<file path="config.mk">
export PLATFORM = sky130hd
export DESIGN_NAME = stopwatch_time_counter
export DESIGN_NICKNAME = d
export VERILOG_FILES = /design/src/rtl/stopwatch_pkg.sv /design/src/rtl/stopwatch_time_counter_digit.sv /design/src/rtl/stopwatch_time_counter.sv
export SDC_FILE = /design/constraint.sdc
export NUM_CORES = 1
export LEC_CHECK = 0
export BUFFER_PORTS_ARGS = -buffer_cell sky130_fd_sc_hd__buf_2
export CORE_AREA = 2 2 82 84
export CTS_CLUSTER_DIAMETER = 100
export CTS_CLUSTER_SIZE = 8
export DETAILED_ROUTE_END_ITERATION = 8
export DIE_AREA = 0 0 84 86
export PLACE_DENSITY_LB_ADDON = 0.05
export REMOVE_ABC_BUFFERS = 1
export SLEW_MARGIN = 25
export SYNTH_ARGS = -nofsm -noshare
export SYNTH_HDL_FRONTEND = slang
export SYNTH_SLANG_ARGS = --single-unit
</file>
<file path="constraint.sdc">
create_clock -name clk -period 2.75 [get_ports clk]
set_input_delay 0 -clock clk [delete_from_list [all_inputs] [get_ports clk]]
set_output_delay 0 -clock clk [all_outputs]
set_load 0.05 [all_outputs]
</file>
<file path="src/rtl/stopwatch_pkg.sv">
// stopwatch_pkg: shared digit type, digit limits and field layout of the MM:SS.CC time word
package stopwatch_pkg;

    typedef logic [3:0] bcd_t;

    typedef enum logic {
        LAP_LIVE   = 1'b0,
        LAP_FROZEN = 1'b1
    } lap_state_e;

    localparam int NUM_DIGITS = 6;
    localparam int DIGIT_W    = 4;

    localparam bcd_t CS_ONES_MAX = 4'd9;
    localparam bcd_t CS_TENS_MAX = 4'd9;
    localparam bcd_t S_ONES_MAX  = 4'd9;
    localparam bcd_t S_TENS_MAX  = 4'd5;
    localparam bcd_t M_ONES_MAX  = 4'd9;
    localparam bcd_t M_TENS_MAX  = 4'd5;

    localparam int CS_ONES_LSB = 0;
    localparam int CS_TENS_LSB = 4;
    localparam int S_ONES_LSB  = 8;
    localparam int S_TENS_LSB  = 12;
    localparam int M_ONES_LSB  = 16;
    localparam int M_TENS_LSB  = 20;

    // Digit index 0 is centisecond ones, 5 is minute tens.
    function automatic bcd_t digit_max(input int idx);
        return idx == 0 ? CS_ONES_MAX :
               idx == 1 ? CS_TENS_MAX :
               idx == 2 ? S_ONES_MAX  :
               idx == 3 ? S_TENS_MAX  :
               idx == 4 ? M_ONES_MAX  : M_TENS_MAX;
    endfunction

    function automatic int digit_lsb(input int idx);
        return idx == 0 ? CS_ONES_LSB :
               idx == 1 ? CS_TENS_LSB :
               idx == 2 ? S_ONES_LSB  :
               idx == 3 ? S_TENS_LSB  :
               idx == 4 ? M_ONES_LSB  : M_TENS_LSB;
    endfunction

endpackage

</file>
<file path="src/rtl/stopwatch_time_counter_digit.sv">
// bcd_digit_counter: one BCD digit that rolls over at MAX; at_max feeds the carry chain
module bcd_digit_counter
    import stopwatch_pkg::*;
#(
    parameter bcd_t MAX = 4'd9
) (
    input  logic clk,
    input  logic rst_n,
    input  logic clr,
    input  logic inc,
    output bcd_t q,
    output logic at_max
);

    bcd_t q_q, q_d;

    assign at_max = (q_q == MAX);
    assign q      = q_q;

    // clear wins over increment; an increment at MAX wraps to zero
    always_comb q_d = clr ? '0 : inc ? (at_max ? '0 : q_q + 4'd1) : q_q;

    // digit register
    always_ff @(posedge clk or negedge rst_n)
        if (!rst_n) q_q <= '0;
        else        q_q <= q_d;

endmodule

</file>
<file path="src/rtl/stopwatch_time_counter.sv">
// stopwatch_time_counter: 10 ms prescaler, BCD MM:SS.CC cascade, lap freeze and rollover flag
module stopwatch_time_counter
    import stopwatch_pkg::*;
#(
    parameter int CLK_HZ  = 50_000_000,
    parameter int TICK_HZ = 100,
    parameter int DIV     = CLK_HZ / TICK_HZ
) (
    input  logic        clk,
    input  logic        rst_n,
    input  logic        run,
    input  logic        clear_pulse,
    input  logic        lap_pulse,
    output logic [23:0] time_bcd,
    output logic        frozen,
    output logic        wrap
);

    localparam int PW = $clog2(DIV);

    logic [PW-1:0]         presc_q, presc_d;
    logic                  tick;
    logic                  wrap_q, wrap_d;
    logic [NUM_DIGITS:0]   chain;
    logic [NUM_DIGITS-1:0] at_max;
    logic [23:0]           live;
    logic [23:0]           snap_q, snap_d;
    lap_state_e            state_q, state_d;

    assign tick     = run && (presc_q == PW'(DIV - 1));
    assign chain[0] = tick;

    // chain[i] is the increment for digit i: a tick with every lower digit at its maximum
    for (genvar i = 0; i < NUM_DIGITS; i++) begin : g_dig
        bcd_digit_counter #(.MAX(digit_max(i))) u_digit (
            .clk    (clk),
            .rst_n  (rst_n),
            .clr    (clear_pulse),
            .inc    (chain[i]),
            .q      (live[digit_lsb(i) +: DIGIT_W]),
            .at_max (at_max[i])
        );
        assign chain[i+1] = chain[i] & at_max[i];
    end

    // prescaler only advances while running, so a pause keeps the partial tick;
    // a carry out of the top digit is the 59:59.99 rollover, suppressed by clear
    always_comb begin
        presc_d = clear_pulse ? '0 : !run ? presc_q : tick ? '0 : presc_q + PW'(1);
        wrap_d  = chain[NUM_DIGITS] && !clear_pulse;
    end

    // lap freeze: entering FROZEN captures the pre-edge live value; clear forces LIVE
    always_comb begin
        state_d = state_q;
        snap_d  = snap_q;
        if (clear_pulse) begin
            state_d = LAP_LIVE;
            snap_d  = '0;
        end else if (lap_pulse) begin
            state_d = (state_q == LAP_LIVE) ? LAP_FROZEN : LAP_LIVE;
            snap_d  = (state_q == LAP_LIVE) ? live : snap_q;
        end
    end

    // prescaler, rollover flag, freeze state and snapshot registers
    always_ff @(posedge clk or negedge rst_n)
        if (!rst_n) begin
            presc_q <= '0;
            wrap_q  <= 1'b0;
            state_q <= LAP_LIVE;
            snap_q  <= '0;
        end else begin
            presc_q <= presc_d;
            wrap_q  <= wrap_d;
            state_q <= state_d;
            snap_q  <= snap_d;
        end

    assign frozen   = (state_q == LAP_FROZEN);
    assign wrap     = wrap_q;
    assign time_bcd = frozen ? snap_q : live;

endmodule

</file>
Word level (Yosys, flattened, before mapping)
Cells that the tools add are included.
- multiplexer cells: 27
- equality and inequality tests: 7
- reductions and logical operators: 11
- add/sub/neg operators: 7
- bitwise gates (word level): 6
- operators by type and width (operator ; number):
    2-to-1 mux 24 bit ; 3
    2-to-1 mux 4 bit ; 18
    2-to-1 mux 19 bit ; 3
    adder 4 x 1 -> 4 bit (second input constant) ; 6
    adder 19 x 1 -> 19 bit (second input constant) ; 1
    equality test 19 bit (second input constant) ; 1
    equality test 4 bit (second input constant) ; 4
    nonzero test 2 bit ; 8
    equality test 4 x 3 -> 1 bit (second input constant) ; 2
    bitwise AND 1 bit ; 6
    2-to-1 mux 1 bit ; 3
    logical AND 1 bit ; 2
    logical NOT 1 bit ; 1
- flip-flop bits (word level): 69
- output and inout port bits: 26
- logic and storage cells: 68

Longest topological paths before layout
- word-level depth: 9
- gate-level depth with buffers: 8

Hierarchy
Synthesis repeated with hierarchy kept, for this count alone.
- cells, all modules: 379
- area, all modules: 3798.6 sq um
- by module, submodules not included (module ; instances ; area an instance (sq um) ; sequential area each (sq um) ; cells an instance):
    stopwatch_time_counter ; 1 ; 2389.8 ; 1126.1 ; 229
    bcd_digit_counter (g_dig[0].u_digit ...) ; 4 ; 242.7 ; 100.1 ; 26
    bcd_digit_counter (g_dig[3].u_digit ...) ; 2 ; 219.0 ; 100.1 ; 23

Least setup slack after synthesis
No wires, ideal clock.
- path kind: register to register
- from: reg state_q, in the netlist frozen
- to: reg snap_q[17]
- library setup time: 77 ps
- clock period less this slack: 2413 ps
- arrival: 2336 ps
- stages on the path, launching flop included: 5
- path slack: 337 ps
- required time: 2673 ps
- cells stage by stage: dfrtp_1 -> buf_1 -> o21ai_0 -> mux2i_1 -> nor2_1
- longest elaborated chain between the ends: 3
- RTL lines (element ; RTL line ; RTL):
    from (decl) ; stopwatch_time_counter.sv:28 ; lap_state_e state_q, state_d;
    from (signal assigned) ; stopwatch_time_counter.sv:76 ; state_q <= state_d;
    2-to-1 mux 24 bit ; -- ;
    named net time_bcd[17] ; stopwatch_time_counter.sv:14 ; output logic [23:0] time_bcd,
    2-to-1 mux 24 bit (2 in series) ; -- ;
    to (signal assigned) ; stopwatch_time_counter.sv:77 ; snap_q <= snap_d;
    to (decl) ; stopwatch_time_counter.sv:27 ; logic [23:0] snap_q, snap_d;
The timed path passes the listed nets, and every way through them passes these cells. The select of a mux whose other input is x is not followed.
A chain may end at the register's enable or synchronous reset.

Final worst setup path
- from: reg presc_q[9]
- to: reg g_dig[4].u_digit.q_q[2]
- longest elaborated chain between the ends: 7
- RTL lines (element ; RTL line ; RTL):
    from (decl) ; stopwatch_time_counter.sv:21 ; logic [PW-1:0] presc_q, presc_d;
    from (signal assigned) ; stopwatch_time_counter.sv:74 ; presc_q <= presc_d;
    equality test 19 bit ; stopwatch_time_counter.sv:30 ; assign tick = run && (presc_q == PW'(DIV - 1));
    logical AND 1 bit ; stopwatch_time_counter.sv:30 ;
    bitwise AND 1 bit (4 in series) ; stopwatch_time_counter.sv:43 ; assign chain[i+1] = chain[i] & at_max[i];
    nonzero test 2 bit (no line) ; -- ;
    to (signal assigned) ; stopwatch_time_counter_digit.sv:26 ; else q_q <= q_d;
    to (decl) ; stopwatch_time_counter_digit.sv:15 ; bcd_t q_q, q_d;
Every way passes these cells.

==> impl_metrics.ini <==
[status]
status = finished clean

[cts]
numClockSinks = 69
cts.path.max_buffers = 2
clk_pin_slew_ns = 0.08
numCtsBuffers = 9
clkLatencyLatePin_ns = 0.35
cts_max_level = 3
clockRootBuffer = clkbuf_8
cts_tree = yes
cts-resized-gates = 0

[finish]
fin_util_pct = 66.9
nets = 424
area_growth_pct = 12.1
diodes = 0
instances_no_fill = 488
layout-drive-gt1-share_pct = 18.5

[synthesis]
synth_xor_area_share_pct = 3.74
synth-edff-count = 0
yosysUniqueCellTypes = 46
synth_flop_cell = dfrtp_1
postSynthCellCount = 376
synthArstFlopShare_pct = 100
yosysSeqAreaShare_pct = 46.1
yosys_warnings = 0
postSynthAreaPerCell_sq_um = 9.96
syn_area_sq_um = 3740
yosys.area_share.simple_pct = 23.6
synth_fa_ha_area_share_pct = 4.34
synth-seq-cells = 69
synth.area.mux_share_pct = 12.6
synth_top_family_by_area = simple AND/OR/NAND/NOR gates
synth_compound_area_share_pct = 6.95

[routing]
wire_per_inst_microns = 14.9
vias = 2840
dr.pass1.iters = 4
drc = 0
ant_nets = 0
wirelength_microns = 7260
drt-initial-drc-count = 133
viasPerCell = 5.82

[worst_setup_path]
cp_cell_sequence = or4b_4 -> nor3_4 -> nand4_1 -> or4_1 -> a21oi_1
critical-path-top-delay-family = simple AND/OR/NAND/NOR gates
cp_num_buf_inv = 0
worstSetupPathType = reg -> reg
max_stage_delay_ns = 0.59
startpoint_type = flop
cp_data_required_time_ns = 3.02
cpMaxStageDelayCell = or4b_4
worst-path-max-fanout = 6
cp-end-kind = flop
arrival_ns = 2.62

[floorplanning]
initial_core_util_pct = 59.6
die_h_microns = 86
rows = 29
core_area_sq_um = 6280
die-area_sq_um = 7220
die_w_microns = 84
io_pins = 31

[worst_hold_path]
min_path_type = in -> reg

[sta]
holdWs_ns = 0.251
setup_viol = 0
timing.final.crit_share_pct = 85.7
fin_crit_ns = 2.36
setup-tns-final_ns = 0
max_freq_mhz = 424
grt_setup_unrepaired = no
maxSlewViolCount = 0
relSlewSlack_pct = 46.7
tightest_slew_ns = 0.799
finClkSkew_ns = 0.0115
hold_violations = 0

[run]
cap_violations = 0

[pwr]
vdd_drop_max_uv = 379
cellLeakagePower_nw = 2.00
power_per_cell_area_nw_per_um2 = 481

[global_route]
antenna_found_initial = 0
grt_max_degree = 57
grt_usage_pct = 22.1
grt_pass1_vias = 2745
grt_overflow = 0
grt_first_pass_wirelength_microns = 12600

[placed_design]
dp_cells = 470
gp_congestion = 0.857
dp_hpwl_microns = 4810
io_buffers = 30
through the flow:
step	worst slack, ns	power, mW	cell area [sq um]
final	0.394	2.02	4200
after global routing	0.274	2.10	4200
after CTS	0.413	2.04	4200
after detailed placement	0.411	1.14	3960
after global placement	0.487	1.14	3960
after floorplan	0.180	1.08	3680
sequential cells by signal (all words and copies together) (netlist names):
signal           cells
wrap                 1
g_dig.u_digit.q     24
presc_q             19
snap_q              24
frozen               1
cell usage after synthesis (2+ instances only):
| library cell | count | area share, % |
|---|---|---|
| xor2_1 | 7 | 1.6 |
| buf_1 | 4 | 0.40 |
| nand3_1 | 14 | 1.9 |
| nor3_1 | 3 | 0.40 |
| or4b_1 | 2 | 0.53 |
| a21oi_1 | 24 | 3.2 |
| or3b_1 | 2 | 0.47 |
| nand2_1 | 25 | 2.5 |
| clkbuf_1 | 11 | 1.1 |
| o21ai_0 | 13 | 1.7 |
| o21ai_1 | 3 | 0.40 |
| xnor2_1 | 9 | 2.1 |
| and2_1 | 2 | 0.33 |
| a31oi_1 | 2 | 0.33 |
| inv_1 | 10 | 1.0 |
| nand4_1 | 8 | 1.3 |
| dfrtp_1 | 69 | 46 |
| and3_1 | 5 | 0.84 |
| nor2b_1 | 3 | 0.50 |
| a211oi_1 | 2 | 0.40 |
| and3_2 | 2 | 0.40 |
| nor3b_1 | 2 | 0.40 |
| or4_1 | 4 | 0.80 |
| and3b_1 | 6 | 1.4 |
| ha_1 | 13 | 4.3 |
| or3_1 | 14 | 2.3 |
| mux2_2 | 18 | 5.4 |
| nor2_1 | 54 | 5.4 |
| nor4_1 | 2 | 0.33 |
| mux2i_1 | 27 | 7.2 |
worst min-delay path: stages:
cell,delay (ns)
buf_2,0.10
buf_4,0.29
nor2_1,0.16
path summary, 6_finish.rpt:
check,start,end,slack [ns],cells after the start
max in group asynchronous,rst_n,presc_q[13],1.82,3
setup / recovery,presc_q[9],g_dig[4].u_digit.q[2],0.39,5
setup reg to reg,presc_q[9],g_dig[4].u_digit.q[2],0.39,5
hold / removal,clear_pulse,presc_q[0],0.25,3
hold reg to reg,snap_q[4],snap_q[4],0.52,2
min in group asynchronous,rst_n,snap_q[14],0.27,2
cell usage in the layout, fill, tap and decap left out, types with 10 or more instances in the layout:
cell,n
or3_1,14
a21oi_1,24
mux2_2,18
mux2i_1,27
nand3_1,14
o21ai_0,13
buf_2,30
inv_1,10
dfrtp_1,69
ha_1,13
nor2_1,54
nand2_1,25
routing by layer:
metal  GRT usage, %  up-vias  wire, microns
met2           35.6       43           3290
met3           3.56       12            163
met4           10.4        0            152
met1           29.4     1398           3660
met5              0        -              0
li1               -     1387              -
layout make-up:
| class | count | area [sq um] |
|---|---|---|
| Sequential cell | 69 | 1730 |
| Multi-Input combinational cell | 281 | 1920 |
| Clock inverter | 7 | 90.1 |
| Fill cell | 523 | 2080 |
| Timing Repair Buffer | 35 | 205 |
| Clock buffer | 9 | 124 |
| Tap cell | 77 | 96.3 |
| Inverter | 10 | 37.5 |
cells by family (layout without fill, tap and decap cells):
group	Yosys count	count (layout)
AOI/OAI and AO/OA	48	48
xor gates and xnor gates	16	16
adders and majority gates	13	13
buffers and inverters	26	61
DFF	69	69
muxes	45	45
and+or+nand+nor	159	159
power breakdown:
part / switching [mW] / total [mW] / internal, mW
sequential: 0.00316 / 1.02 / 1.02
combinational: 0.0732 / 0.103 / 0.0299
clock: 0.391 / 0.896 / 0.505
total: 0.467 / 2.02 / 1.55
what timing repair did:
item                       in CTS  in global routing
hold endpoints to repair       36                  0
setup endpoints to repair       0                  0
hold buffers                    2                  0
buffers inserted                0                  0
(Power assumes the default switching activity.)
